===== src/rtl/apple2_bus_master_if.sv =====
// Request/response port and Apple II slot-bus signals for apple2_bus_master.
// The master modport is the bus initiator; the slave modport is the card/requester side.
interface apple2_bus_master_if;
   logic        req_valid;
   logic        req_ready;
   logic [15:0] req_addr;
   logic        req_we;
   logic [7:0]  req_wdata;
   logic        rsp_valid;
   logic [7:0]  rsp_rdata;
   logic        PHI1;
   logic        PHI0;
   logic [15:0] A;
   logic        nWE;
   logic [7:0]  D_out;
   logic        D_oe;
   logic [7:0]  D_in;
   logic        nDEVSEL;
   logic        nIOSEL;
   logic        nIOSTRB;

   modport master (
      input  req_valid, req_addr, req_we, req_wdata, D_in,
      output req_ready, rsp_valid, rsp_rdata, PHI1, PHI0, A, nWE,
             D_out, D_oe, nDEVSEL, nIOSEL, nIOSTRB
   );

   modport slave (
      output req_valid, req_addr, req_we, req_wdata, D_in,
      input  req_ready, rsp_valid, rsp_rdata, PHI1, PHI0, A, nWE,
             D_out, D_oe, nDEVSEL, nIOSEL, nIOSTRB
   );
endinterface


===== src/rtl/apple2_bus_master.sv =====
// Apple II slot-bus initiator: replays single-byte requests as free-running 6502 bus cycles on C7M.
// Define APPLE2_LONG_CYCLE_EN to stretch every 65th cycle to eight states (T8 in PHI0).
module apple2_bus_master #(
   parameter int          SLOT      = 7,
   parameter logic [15:0] IDLE_ADDR = 16'h0000
) (
   input logic                 C7M,
   input logic                 nRES,
   apple2_bus_master_if.master bus
);

   typedef enum logic [2:0] {T1, T2, T3, T4, T5, T6, T7, T8} state_t;

   localparam logic [11:0] DEV_BASE = 12'hC08 + 12'(SLOT);
   localparam logic [7:0]  IO_BASE  = 8'hC0 + 8'(SLOT);

   state_t      state, state_nxt;
   logic        last_state, phi1, phase0, data_phase, accept;
   logic        dev_hit, io_hit, strb_hit;
   logic [15:0] addr_q;
   logic [7:0]  wdata_q, rsp_rdata_q;
   logic        write_q, active_q, rsp_valid_q;
   logic        dev_q, io_q, strb_q;
   logic        d_oe;

`ifdef APPLE2_LONG_CYCLE_EN
   logic [6:0] cycle_cnt;
   logic       long_cycle;

   assign long_cycle = (cycle_cnt == 7'd64);

   // Counts bus cycles 0..64; the count advances as each new cycle begins
   always_ff @(posedge C7M) begin
      if (!nRES)
         cycle_cnt <= 7'd0;
      else if (last_state)
         cycle_cnt <= long_cycle ? 7'd0 : cycle_cnt + 7'd1;
   end
`endif

   always_ff @(posedge C7M) begin
      if (!nRES)
         state <= T1;
      else
         state <= state_nxt;
   end

   always_comb begin
      state_nxt  = state;
      phi1       = 1'b0;
      phase0     = 1'b0;
      data_phase = 1'b0;
      last_state = (state == T7);
`ifdef APPLE2_LONG_CYCLE_EN
      if (long_cycle)
         last_state = (state == T8);
`endif
      case (state)
         T1: begin phi1 = 1'b1; state_nxt = T2; end
         T2: begin phi1 = 1'b1; state_nxt = T3; end
         T3: begin phi1 = 1'b1; state_nxt = T4; end
         T4: begin phase0 = 1'b1; state_nxt = T5; end
         T5: begin phase0 = 1'b1; data_phase = 1'b1; state_nxt = T6; end
         T6: begin phase0 = 1'b1; data_phase = 1'b1; state_nxt = T7; end
         T7: begin
            phase0     = 1'b1;
            data_phase = 1'b1;
            state_nxt  = last_state ? T1 : T8;
         end
         T8: begin phase0 = 1'b1; data_phase = 1'b1; state_nxt = T1; end
      endcase
   end

   // Ready is gated by reset so a request offered during reset is never taken
   assign bus.req_ready = last_state & nRES;
   assign accept        = bus.req_valid & bus.req_ready;

   assign dev_hit  = (bus.req_addr[15:4] == DEV_BASE);
   assign io_hit   = (bus.req_addr[15:8] == IO_BASE);
   assign strb_hit = (bus.req_addr[15:11] == 5'b11001);

   // Cycle boundary: retire the running transaction and latch the next one (or idle)
   always_ff @(posedge C7M) begin
      if (!nRES) begin
         addr_q      <= IDLE_ADDR;
         write_q     <= 1'b0;
         wdata_q     <= 8'h00;
         active_q    <= 1'b0;
         dev_q       <= 1'b0;
         io_q        <= 1'b0;
         strb_q      <= 1'b0;
         rsp_valid_q <= 1'b0;
         rsp_rdata_q <= 8'h00;
      end else begin
         rsp_valid_q <= 1'b0;
         if (last_state) begin
            rsp_valid_q <= active_q;
            if (active_q)
               rsp_rdata_q <= write_q ? 8'h00 : bus.D_in;
            if (accept) begin
               addr_q   <= bus.req_addr;
               write_q  <= bus.req_we;
               wdata_q  <= bus.req_wdata;
               active_q <= 1'b1;
               dev_q    <= dev_hit;
               io_q     <= io_hit;
               strb_q   <= strb_hit;
            end else begin
               addr_q   <= IDLE_ADDR;
               write_q  <= 1'b0;
               active_q <= 1'b0;
               dev_q    <= 1'b0;
               io_q     <= 1'b0;
               strb_q   <= 1'b0;
            end
         end
      end
   end

   assign d_oe        = write_q & data_phase;
   assign bus.PHI1    = phi1;
   assign bus.PHI0    = ~phi1;
   assign bus.A       = addr_q;
   assign bus.nWE     = ~write_q;
   assign bus.D_oe    = d_oe;
   assign bus.D_out   = d_oe ? wdata_q : 8'h00;
   assign bus.nDEVSEL = ~(dev_q & phase0);
   assign bus.nIOSEL  = ~(io_q & phase0);
   assign bus.nIOSTRB = ~(strb_q & phase0);
   assign bus.rsp_valid = rsp_valid_q;
   assign bus.rsp_rdata = rsp_rdata_q;

endmodule

===== src/flat_wrapper.sv =====
// flat-port wrapper written by rule: the top's interface ports become plain ports
module apple2_bus_master_flat 
#(
   parameter int          SLOT      = 7,
   parameter logic [15:0] IDLE_ADDR = 16'h0000
)
  (C7M, nRES, bus_req_valid, bus_req_addr, bus_req_we, bus_req_wdata, bus_D_in, bus_req_ready, bus_rsp_valid, bus_rsp_rdata, bus_PHI1, bus_PHI0, bus_A, bus_nWE, bus_D_out, bus_D_oe, bus_nDEVSEL, bus_nIOSEL, bus_nIOSTRB);
  apple2_bus_master_if bus_i ();
  input logic C7M;
  input logic nRES;
  input wire logic [$bits(bus_i.req_valid)-1:0] bus_req_valid;
  input wire logic [$bits(bus_i.req_addr)-1:0] bus_req_addr;
  input wire logic [$bits(bus_i.req_we)-1:0] bus_req_we;
  input wire logic [$bits(bus_i.req_wdata)-1:0] bus_req_wdata;
  input wire logic [$bits(bus_i.D_in)-1:0] bus_D_in;
  output wire logic [$bits(bus_i.req_ready)-1:0] bus_req_ready;
  output wire logic [$bits(bus_i.rsp_valid)-1:0] bus_rsp_valid;
  output wire logic [$bits(bus_i.rsp_rdata)-1:0] bus_rsp_rdata;
  output wire logic [$bits(bus_i.PHI1)-1:0] bus_PHI1;
  output wire logic [$bits(bus_i.PHI0)-1:0] bus_PHI0;
  output wire logic [$bits(bus_i.A)-1:0] bus_A;
  output wire logic [$bits(bus_i.nWE)-1:0] bus_nWE;
  output wire logic [$bits(bus_i.D_out)-1:0] bus_D_out;
  output wire logic [$bits(bus_i.D_oe)-1:0] bus_D_oe;
  output wire logic [$bits(bus_i.nDEVSEL)-1:0] bus_nDEVSEL;
  output wire logic [$bits(bus_i.nIOSEL)-1:0] bus_nIOSEL;
  output wire logic [$bits(bus_i.nIOSTRB)-1:0] bus_nIOSTRB;
  assign bus_i.req_valid = bus_req_valid;
  assign bus_i.req_addr = bus_req_addr;
  assign bus_i.req_we = bus_req_we;
  assign bus_i.req_wdata = bus_req_wdata;
  assign bus_i.D_in = bus_D_in;
  assign bus_req_ready = bus_i.req_ready;
  assign bus_rsp_valid = bus_i.rsp_valid;
  assign bus_rsp_rdata = bus_i.rsp_rdata;
  assign bus_PHI1 = bus_i.PHI1;
  assign bus_PHI0 = bus_i.PHI0;
  assign bus_A = bus_i.A;
  assign bus_nWE = bus_i.nWE;
  assign bus_D_out = bus_i.D_out;
  assign bus_D_oe = bus_i.D_oe;
  assign bus_nDEVSEL = bus_i.nDEVSEL;
  assign bus_nIOSEL = bus_i.nIOSEL;
  assign bus_nIOSTRB = bus_i.nIOSTRB;
  apple2_bus_master #(.SLOT(SLOT), .IDLE_ADDR(IDLE_ADDR)) u_core (.C7M(C7M), .nRES(nRES), .bus(bus_i));
endmodule

===== config.mk =====
export PLATFORM = sky130hd
export DESIGN_NAME = apple2_bus_master_flat
export DESIGN_NICKNAME = d
export VERILOG_FILES = /design/src/rtl/apple2_bus_master_if.sv /design/src/rtl/apple2_bus_master.sv /design/src/flat_wrapper.sv
export SDC_FILE = /design/constraint.sdc
export NUM_CORES = 1
export LEC_CHECK = 0
export ABC_AREA = 1
export CORE_MARGIN = 2
export CORE_UTILIZATION = 44
export CTS_CLUSTER_DIAMETER = 30
export DETAILED_ROUTE_END_ITERATION = 10
export PLACE_DENSITY_LB_ADDON = 0.05
export SLEW_MARGIN = 20
export SYNTH_ARGS = -nofsm -noshare
export SYNTH_HDL_FRONTEND = slang
export SYNTH_SLANG_ARGS = --single-unit

===== constraint.sdc =====
create_clock -name C7M -period 2.2 [get_ports C7M]
set_input_delay 0.44 -clock C7M [delete_from_list [all_inputs] [get_ports C7M]]
set_output_delay 0.44 -clock C7M [all_outputs]
set_load 0.01 [all_outputs]

==> flow_summary.yaml <==
timing:
  slew_headroom: 0.611
  fmax_mhz: 490
  final.period_utilization: 0.927
  worst_slack_ns: 0.160
  tns_ns: 0
  skew_ns: 0.00474
  tightest_slew_ns: 0.584
  finalSetupViolCount: 0
  final_hold_viol_count: 0
  rsz0062_at_grt: "no"
  timing.hold.ws_ns: 0.465
  period_needed_ns: 2.04
  slew_viol_final: 0
global_route:
  grt.busiest_layer: "met2"
  grtUsageMet2: 0.316
  grtUsageMet1: 0.232
  antenna_found_initial: 0
  grt.total_usage: 0.192
  grt_pass1_wl_um: 6480
  grt_max_degree: 39
  grt.overflow.total: 0
  grt_pass1_vias: 1503
  met3_usage: 0.0736
detailed_routing:
  dr.pass1.iters: 4
  totalWireLength_um: 3890
  via_per_inst: 4.66
  drc: 0
  dr.first_iter.drc_count: 59
  via_count: 1620
  antenna_left: 0
  avgRoutedWirePerCell_um: 11.2
clocking:
  insertion_delay_ns: 0.29
  cts_tree: "built"
  h-tree-depth: 2
  post_cts_buffers: 0
  clkTransAtPathRegs_ns: 0.07
  cts_sinks: 41
  cts-root-buf: "clkbuf_8"
  cts_buffer_depth: 2
  cts_made_buffers: 5
  cts_hold_buf: 0
critical_path:
  max_stage_delay_ns: 0.54
  worstPathArrival_ns: 1.60
  slowest_stage: "clkdlybuf4s50_1"
  cp_max_fo: 4
  cp-start-kind: "flip-flop"
  worst-setup-path-type: "reg2out"
  cp_cell_sequence: "nand2_1 -> inv_1 -> nor2_2 -> inv_1 -> nand2_1 -> clkdlybuf4s50_1"
  cp.required_ns: 1.76
  cp-end-kind: "primary output"
die:
  fp.dieH_um: 65.4
  initial_utilization: 0.457
  fp.dieArea_um2: 4280
  ioPinCount: 77
  core_area_um2: 3630
  fp.dieW_um: 65.4
  rows: 22
placed_design:
  routabilityCongestion: 0.760
  dp_slack_ns: 0.220
  port_buffers: 76
  hpwlAfterDp_um: 2730
yosys:
  synth_cells: 223
  synth.largest_area_cell: "dfxtp_1"
  ys_warn_count: 0
  synth_cell_types: 17
  synth_nets: 259
  synth.area.top_cells: "dfxtp_1, nand2_1, a21oi_1"
  synth-seq-cells: 41
  ys_seq_area_frac: 0.495
  synth_area_um2: 1660
  syn_avg_cell_area_um2: 7.44
  synth_top_area_frac: 0.495
final_layout:
  final_util: 0.707
  antenna_cells: 0
  layout-drive-gt1-share: 0.110
  areaGrowthSynthToFinish_pct: 54.8
  layout_commonest_cell: "clkdlybuf4s50_1"
  layout_common_cells: "clkdlybuf4s50_1, nand2_1, dfxtp_1, a21oi_1, nor2_1"
  final_net_count: 335
worst_hold_path:
  hold_class: "reg2reg"
power_and_ir_drop:
  ir_worst_vdd_uv: 532
  p_leak_uw: 0.000882
  p_per_area_nw_per_um2: 549
outcome:
  status: "complete, no violations"
job:
  drv_cap: 0
-- worst max-delay path: cells and delay by family (launching register included) --
family | cells | cell delay (ns)
simple gates | 3 | 0.25
buf+inv | 3 | 0.70
flops | 1 | 0.35
-- report_power, final --
part	total (µW)	internal, µW	switching [µW]
registers	751	747	4.66
clock network	537	284	253
logic	121	73.5	47.2
total	1410	1100	305
-- path summary, 6_finish.rpt --
kind	startpoint	endpoint	slack, ns	cells past startpoint
worst max-delay path	u_core.state[0]	bus_nDEVSEL	0.16	6
worst min-delay path	u_core.dev_q	u_core.dev_q	0.47	2
worst max register to register	u_core.state[2]	u_core.wdata_q[7]	0.70	7
worst min register to register	u_core.dev_q	u_core.dev_q	0.47	2
-- flip-flops by register name, indices dropped and copies added, names as in the netlist --
register	count
u_core.active_q	1
u_core.bus.A	16
u_core.bus.rsp_rdata	8
u_core.bus.rsp_valid	1
u_core.dev_q	1
u_core.io_q	1
u_core.state	3
u_core.strb_q	1
u_core.wdata_q	8
u_core.write_q	1
-- what timing repair did --
action | in CTS | in global routing
endpoints found under the setup margin | 0 | 2
hold endpoints to repair | 0 | 0
gates resized for setup | 0 | 2
-- stage by stage --
stage / cells / power, µW / area [µm²]
finish: 348 / 1410 / 2570
global route: 348 / 1460 / 2570
CTS: 348 / 1420 / 2560
detailed placement: 340 / 889 / 2460
global placement: 340 / 890 / 2460
floorplan: 223 / 799 / 1660
-- logic make-up (layout without fill, tap and decap cells) --
kind of cell	Yosys count	in the layout	share of synthesized area
and+or+nand+nor	115	115	0.296
DFF	41	41	0.495
AOI/OAI and AO/OA	36	36	0.127
buffers and inverters	31	108	0.0829
-- cell type report --
cell class / count / area [µm²]
inverter: 20 / 76.3
fill: 334 / 1070
clock inverter: 1 / 5.00
timing repair buffer: 80 / 806
tap: 48 / 60.1
multi-input combinational: 151 / 703
sequential: 41 / 821
clock buffer: 7 / 96.3
-- synthesized netlist by cell type (all sizes together) --
master and count:
nor2 25, inv 18, clkinv 2, nand4 10, buf 6, nor3 1, nand3 2, nand2 77
dfxtp 41, a21oi 36, clkbuf 5
-- per-layer routing --
| metal | routed length (µm) | up-vias |
|---|---|---|
| met2 | 1800 | 46 |
| met1 | 1760 | 718 |
| met4 | 25 | 0 |
| met5 | 0 | - |
| met3 | 313 | 4 |
| li1 | - | 852 |
No activity file was read; power rests on OpenSTA's default activity.
